$ cat config.mk
export PLATFORM = sky130hd
export DESIGN_NAME = serial_adder_ctrl_flat
export DESIGN_NICKNAME = d
export VERILOG_FILES = /design/src/rtl/serial_adder_ctrl_if.sv /design/src/rtl/serial_adder_ctrl.sv /design/src/flat_wrapper.sv
export SDC_FILE = /design/constraint.sdc
export NUM_CORES = 1
export LEC_CHECK = 0
export CAP_MARGIN = 25
export CORE_ASPECT_RATIO = 1.5
export CORE_MARGIN = 2
export CORE_UTILIZATION = 25
export CTS_CLUSTER_DIAMETER = 50
export CTS_CLUSTER_SIZE = 10
export DETAILED_ROUTE_END_ITERATION = 10
export PLACE_DENSITY_LB_ADDON = 0.1
export SYNTH_ARGS = -nofsm -noshare
export SYNTH_HDL_FRONTEND = slang
export SYNTH_SLANG_ARGS = --single-unit
export TNS_END_PERCENT = 5
$ cat constraint.sdc
create_clock -name clk -period 2 [get_ports clk]
set_input_delay 0.6 -clock clk [delete_from_list [all_inputs] [get_ports clk]]
set_output_delay 0.6 -clock clk [all_outputs]
set_load 0.01 [all_outputs]
$ cat src/rtl/serial_adder_ctrl_if.sv
// Handshake, operand/result bus and full-adder cell hookup
// for the bit-serial add/subtract controller.
interface serial_adder_ctrl_if #(
  parameter int WIDTH = 24
);
  logic             start;
  logic             op;
  logic [WIDTH-1:0] a;
  logic [WIDTH-1:0] b;
  logic             busy;
  logic             done;
  logic [WIDTH-1:0] result;
  logic             cout;
  logic             overflow;
  logic             zero;
  logic             fa_a;
  logic             fa_b;
  logic             fa_cin;
  logic             fa_sum;
  logic             fa_cout;

  modport master (
    output start, op, a, b,
    output fa_sum, fa_cout,
    input  busy, done, result,
    input  cout, overflow, zero,
    input  fa_a, fa_b, fa_cin
  );

  modport slave (
    input  start, op, a, b,
    input  fa_sum, fa_cout,
    output busy, done, result,
    output cout, overflow, zero,
    output fa_a, fa_b, fa_cin
  );
endinterface

$ cat src/rtl/serial_adder_ctrl.sv
// Bit-serial add/subtract controller: one bit per cycle
// through a shared external full-adder cell, LSB first.
module serial_adder_ctrl #(
  parameter int WIDTH = 24
) (
  input logic                clk,
  input logic                rst,
  serial_adder_ctrl_if.slave bus
);

  localparam int CW = (WIDTH > 1) ? $clog2(WIDTH) : 1;
  localparam logic [CW-1:0] LAST = CW'(WIDTH - 1);

  localparam logic [1:0] IDLE = 2'd0;
  localparam logic [1:0] RUN  = 2'd1;
  localparam logic [1:0] DONE = 2'd2;

  logic [1:0]       r_state;
  logic [WIDTH-1:0] r_a;
  logic [WIDTH-1:0] r_b;
  logic [WIDTH-1:0] r_res;
  logic [CW-1:0]    r_cnt;
  logic             r_carry;
  logic             r_cout;
  logic             r_ovf;
  logic             r_zero;

  logic             w_run;
  logic [WIDTH:0]   w_shift;
  logic [WIDTH-1:0] w_res_next;

  assign w_run      = (r_state == RUN);
  assign w_shift    = {bus.fa_sum, r_res};
  assign w_res_next = w_shift[WIDTH:1];

  assign bus.busy     = w_run;
  assign bus.done     = (r_state == DONE);
  assign bus.result   = r_res;
  assign bus.cout     = r_cout;
  assign bus.overflow = r_ovf;
  assign bus.zero     = r_zero;
  assign bus.fa_a     = w_run & r_a[0];
  assign bus.fa_b     = w_run & r_b[0];
  assign bus.fa_cin   = w_run & r_carry;

  always_ff @(posedge clk) begin
    if (rst) begin
      r_state <= IDLE;
      r_a     <= '0;
      r_b     <= '0;
      r_res   <= '0;
      r_cnt   <= '0;
      r_carry <= 1'b0;
      r_cout  <= 1'b0;
      r_ovf   <= 1'b0;
      r_zero  <= 1'b1;
    end else begin
      unique case (r_state)
        IDLE: begin
          if (bus.start) begin
            // subtract as a + ~b + 1
            r_a     <= bus.a;
            r_b     <= bus.b ^ {WIDTH{bus.op}};
            r_carry <= bus.op;
            r_cnt   <= '0;
            r_state <= RUN;
          end
        end
        RUN: begin
          r_res   <= w_res_next;
          r_carry <= bus.fa_cout;
          r_a     <= r_a >> 1;
          r_b     <= r_b >> 1;
          r_cnt   <= r_cnt + 1'b1;
          if (r_cnt == LAST) begin
            r_ovf   <= r_carry ^ bus.fa_cout;
            r_cout  <= bus.fa_cout;
            r_zero  <= (w_res_next == '0);
            r_state <= DONE;
          end
        end
        DONE: r_state <= IDLE;
        default: r_state <= IDLE;
      endcase
    end
  end

endmodule
$ cat src/flat_wrapper.sv
// flat-port wrapper written by rule: the top's interface ports become plain ports
module serial_adder_ctrl_flat 
#(
  parameter int WIDTH = 24
)
  (clk, rst, bus_start, bus_op, bus_a, bus_b, bus_fa_sum, bus_fa_cout, bus_busy, bus_done, bus_result, bus_cout, bus_overflow, bus_zero, bus_fa_a, bus_fa_b, bus_fa_cin);
  serial_adder_ctrl_if #(.WIDTH(WIDTH)) bus_i ();
  input logic clk;
  input logic rst;
  input wire logic [$bits(bus_i.start)-1:0] bus_start;
  input wire logic [$bits(bus_i.op)-1:0] bus_op;
  input wire logic [$bits(bus_i.a)-1:0] bus_a;
  input wire logic [$bits(bus_i.b)-1:0] bus_b;
  input wire logic [$bits(bus_i.fa_sum)-1:0] bus_fa_sum;
  input wire logic [$bits(bus_i.fa_cout)-1:0] bus_fa_cout;
  output wire logic [$bits(bus_i.busy)-1:0] bus_busy;
  output wire logic [$bits(bus_i.done)-1:0] bus_done;
  output wire logic [$bits(bus_i.result)-1:0] bus_result;
  output wire logic [$bits(bus_i.cout)-1:0] bus_cout;
  output wire logic [$bits(bus_i.overflow)-1:0] bus_overflow;
  output wire logic [$bits(bus_i.zero)-1:0] bus_zero;
  output wire logic [$bits(bus_i.fa_a)-1:0] bus_fa_a;
  output wire logic [$bits(bus_i.fa_b)-1:0] bus_fa_b;
  output wire logic [$bits(bus_i.fa_cin)-1:0] bus_fa_cin;
  assign bus_i.start = bus_start;
  assign bus_i.op = bus_op;
  assign bus_i.a = bus_a;
  assign bus_i.b = bus_b;
  assign bus_i.fa_sum = bus_fa_sum;
  assign bus_i.fa_cout = bus_fa_cout;
  assign bus_busy = bus_i.busy;
  assign bus_done = bus_i.done;
  assign bus_result = bus_i.result;
  assign bus_cout = bus_i.cout;
  assign bus_overflow = bus_i.overflow;
  assign bus_zero = bus_i.zero;
  assign bus_fa_a = bus_i.fa_a;
  assign bus_fa_b = bus_i.fa_b;
  assign bus_fa_cin = bus_i.fa_cin;
  serial_adder_ctrl #(.WIDTH(WIDTH)) u_core (.clk(clk), .rst(rst), .bus(bus_i));
endmodule
# --- Yosys cells after proc, flatten, opt, wreduce, memory -nomap -nowiden ---
# Index checks and enable logic that the tools add are counted.
# Widths: inputs -> output; s select.
totals:
  mem_count: 0
  rom_bits: 0
  latchBits: 0
  output_inout_bits: 32
  word_cells: 37
  ramBits: 0
  regBits: 83
  input_bits: 54
op_classes:
  multipliers: 0
  n_eq_ne: 5
  div: 0
  magnitude_cmp: 0
  n_reduce_logical: 6
  addsub: 1
  muxes: 11
  bitwise: 5
  shift: 0
ops:
  columns: ["cell", "count"]
  rows:
  - ["$pmux 24 s2", 2]
  - ["$mux 24", 2]
  - ["$logic_not 24->1", 1]
  - ["$xor 24x24->24", 1]
  - ["$pmux 5 s2", 1]
  - ["$reduce_and 2->1", 3]
  - ["$add 5x1->5 const B", 1]
  - ["$eq 5x5->1 const B", 1]
  - ["$mux 5", 1]
  - ["$mux 2", 2]
  - ["$ne 2x2->1 const B", 2]
  - ["$pmux 2 s2", 1]
  - ["$and 1x1->1", 3]
  - ["$eq 2x1->1 const B", 1]
  - ["$eq 2x2->1 const B", 1]
  - ["$logic_not 2->1", 1]
  - ["$pmux 1 s2", 1]
  - ["$reduce_bool 2->1", 1]
  - ["$mux 1", 1]
  - ["$xor 1x1->1", 1]

# --- Longest topological paths before layout ---
# Gate-level depths: netlist of run 1.
logic_depth:
  ltp_word: 3
  mapped_depth: 7
  ltp_nobuf: 4

# --- Worst setup path after synthesis of run 1 ---
# OpenSTA, ideal clock, no wires.
synth_path:
  kind: "flip-flop to output port"
  from: "reg u_core.r_state[0]"
  to: "out bus_fa_a"
  setup_slack_ns: 0.244
  path_buffers: 3
  arrival_time_ns: 1.156
  path_stages_with_launch: 7
  required_ns: 1.400
  cell_sequence: "dfxtp_1 buf_4 nand2b_1 inv_1 buf_4 buf_2 and2_1"
synth_between:
  elab_chain_len: 2
synth_lines:
  columns: ["item", "line_no", "source"]
  rows:
  - ["from (decl)", "serial_adder_ctrl.sv:18", "logic [1:0] r_state;"]
  - ["from (signal assigned)", "serial_adder_ctrl.sv:48", "r_state <= IDLE;"]
  - ["from (signal assigned)", "serial_adder_ctrl.sv:66", "r_state <= RUN;"]
  - ["from (signal assigned)", "serial_adder_ctrl.sv:79", "r_state <= DONE;"]
  - ["$eq 2x1->1", "serial_adder_ctrl.sv:32", "assign w_run = (r_state == RUN);"]
  - ["via bus_busy", "flat_wrapper.sv:16", "output wire logic [$bits(bus_i.busy)-1:0] bus_busy;"]
  - ["$and 1x1->1", "serial_adder_ctrl.sv:42", "assign bus.fa_a = w_run & r_a[0];"]
  - ["to (decl)", "flat_wrapper.sv:22", "output wire logic [$bits(bus_i.fa_a)-1:0] bus_fa_a;"]
# The timed path passes the listed nets, and every way through them passes these cells.

# --- Worst setup path in the final report of run 1 ---
layout_path:
  from: "reg u_core.r_state[1]"
  to: "out bus_busy"
layout_between:
  elab_chain_len: 1
layout_lines:
  columns: ["item", "line_no"]
  rows:
  - ["$eq 2x1->1", "serial_adder_ctrl.sv:32"]
  - ["to (decl)", "flat_wrapper.sv:16"]
# No other way between the ends.

==> metrics.txt, run 1 <==
Routed WL=9780 microns; sequential share of the synthesized area=45.5%; Longest Clk Path Bufs=2; DRC Markers=0; async set-or-reset flop fraction in the synthesized netlist=0%; Diodes inserted=0; CTS H-Tree Depth=3; Placed Area=0.00473 sq mm; status=completed; Via Count=3283; WL per Instance=14.2 microns; EDFF count, synth=0; vias in the first global route=3205; register-to-register setup slack=0.48 ns; clock root cell=clkbuf_16; CTS tree=built; CTS clk-pin slew, worst paths=0.06 ns; Mapped Cells=415; type of origin of the critical path=register; Worst Setup Slack post-DPL=-0.00497 ns; GP Congestion=0.663; Fin. Hold Viols=0; Initial Utilization=25.4%; # port buffers=85; hold path start=u_core.bus.result[0]; DR vias/cell=4.76; post-synth net total=470; Setup violations, final=0; Area growth syn-to-layout=38.6%; Iteration-0 DRC Markers=203; leakage power=1.87 nW; Post-Syn Area=0.00365 sq mm; Antenna Nets Post-Route=0; maximum vdd ir drop=309 uV; RSZ-0062 raised after global routing=no; # hold bufs at CTS=0; layout cells sized above 1=13.4%; Crit path arrival time=1.31 ns; power per cell area=831 mW/mm^2; Rows=54; clk_skew=0.00428 ns; top fanout value on the critical path=7; CP Capture Type=primary output; die area=0.0156 sq mm; Fmax=0.524 GHz; clk sinks=83; Slew headroom=68.1%; first-pass GRT wire length=16000 microns; num ports=86; Synth top area share=45.5%; Setup TNS=0 ns; DIE WIDTH=103 microns; Design Area, Final=0.00506 sq mm; total CTS buffers=9; ranking of synthesized cells by area=dfxtp_1 46%, a21oi_1 7.4%, o221a_2 7.4%; post-synthesis cell type count=34; Ys Warns=0; Tmin final=1.91 ns; hold path depth=2; RR Startpoint=u_core.r_state[0]; core area=0.0144 sq mm; fin crit share=95.4%; top_reg_cell synth=dfxtp_1; initial antenna violation count=0; later-pin clock latency in the skew report=0.33 ns; Setup CP Type=reg -> out; dpl hpwl=6160 microns; Tightest Pin Transition=0.479 ns; r2r worst-path depth=5; Die Y=152 microns; Worst Hold Endpoint=u_core.bus.result[0]; Min-Delay Path Class=reg -> reg; Synth area leader=dfxtp_1; post-layout util=35.2%; RR Endpoint=u_core.r_b[3]; PnR worst setup slack=0.0920 ns; Final Max Slew Viols=0; Final #Nets=543; Total GRT Usage=12.9%; Crit path required time=1.40 ns; Synth Area per Inst=8.79 sq um; 1st-pass router iterations=5; register bit count reported by yosys=83; largest net degree at the start of global routing=59; gr ovfl total=0; max cap viols=0
## worst max-delay path by stage
stage          slack (ns)        endpoint  depth (start not counted)         startpoint
6_report             0.09        bus_busy                          4  u_core.r_state[1]
5_1_grt             0.009        bus_busy                          4  u_core.r_state[1]
4_1_cts              0.02      bus_fa_cin                          4  u_core.r_state[1]
3_5_place_dp       -0.005   u_core.r_a[3]                          4          bus_start
3_3_place_gp        0.007  u_core.r_a[12]                          4          bus_start
2_1_floorplan        0.24        bus_fa_a                          6  u_core.r_state[0]
## metal layers
| metal | up-vias | track usage, % | share of wire, % |
|---|---|---|---|
| met5 | - | 0 | 0 |
| met4 | 0 | 5.14 | 1.5 |
| met1 | 1555 | 16.4 | 45 |
| met2 | 76 | 20.9 | 49 |
| met3 | 10 | 2.90 | 4.8 |
| li1 | 1642 | - | - |
## through the flow
step	hold WS (ns)	total power, W	instances
final	0.468	0.00420	689
after global routing	0.492	0.00441	689
after CTS	0.473	0.00428	689
after detailed placement	0.458	0.00242	671
after global placement	0.461	0.00242	671
after floorplan	0.459	0.00219	415
## cell type report
type,count,area [sq um]
multi-input combinational,291,1800
inverter,2,10.0
sequential,83,1660
tap,196,245
timing repair buffer,101,1010
clock inverter,5,75.1
fill,1501,9330
clock buffer,11,253
## placed cells by master, fill, tap and decap left out, drive strengths merged
cell / n
o221a: 24
clkbuf: 14
xor2: 24
a311oi: 1
nand2b: 1
inv: 2
nor2: 55
a211oi: 1
and4b: 1
nand3: 3
bufinv: 2
nand4b: 1
a22oi: 3
o211ai: 2
clkdlybuf4s50: 79
a222oi: 23
dlygate4sd2: 2
and2: 3
clkinv: 3
nor3b: 2
or3b: 1
ha: 1
nand4: 1
nor4: 6
dfxtp: 83
o21bai: 1
o311ai: 1
xnor2: 1
nand2: 50
a21oi: 54
or3: 2
buf: 17
nor2b: 25
o21ai: 3
nand3b: 1
## repair_timing
action                                  CTS  global route
endpoints found under the setup margin    5             3
pin swaps                                 0             0
setup buffers                             2             0
hold endpoints to repair                  0             0
gates resized for setup                   6             6
## registers in the layout (all words and copies together) (netlist names)
register	flops
u_core.bus.overflow	1
u_core.r_carry	1
u_core.bus.result	24
u_core.r_cnt	5
u_core.r_a	24
u_core.r_state	2
u_core.bus.zero	1
u_core.r_b	24
u_core.bus.cout	1
## cells in the mapped netlist (2+ instances only)
library cell   n
a21oi_1       54
a222oi_1      23
a22oi_1        3
and2_1         3
buf_1          2
buf_2         18
buf_4          3
clkbuf_1      16
dfxtp_1       83
inv_1          2
nand2_1       50
nand3_1        3
nor2_1        55
nor2b_1       25
nor4_1         6
o211ai_1       2
o21ai_0        3
o221a_2       24
or3_1          2
xor2_1        24
## worst max-delay path: stages, from the launching register on
cell	delay [ns]
dfxtp_1	0.30
nand2b_1	0.18
inv_4	0.11
buf_4	0.12
dlygate4sd2_1	0.26
## kinds of logic (layout without fill, tap and decap cells)
kind of cell | after synthesis | in the layout | share of synthesized area, %
compound gates | 113 | 113 | 23.6
flops | 83 | 83 | 45.5
xor+xnor | 25 | 25 | 6.00
simple gates | 152 | 152 | 19.4
fa+ha+maj | 1 | 1 | 0.343
buf+inv | 41 | 119 | 5.14
## where the power goes
| group | leakage [nW] | switching [W] | internal, W |
|---|---|---|---|
| combinational | 1.03 | 0.000279 | 0.000306 |
| sequential | 0.680 | 0.0000509 | 0.00175 |
| clock | 0.165 | 0.000664 | 0.00116 |
Note: power is estimated with default switching activity, not from simulation.
==> run 2: changes to the inputs <==
- CTS_CLUSTER_DIAMETER: 50 -> not set
==> results of run 2 <==
Same layout as run 1: the final DEF is identical, and so are final timing and power.
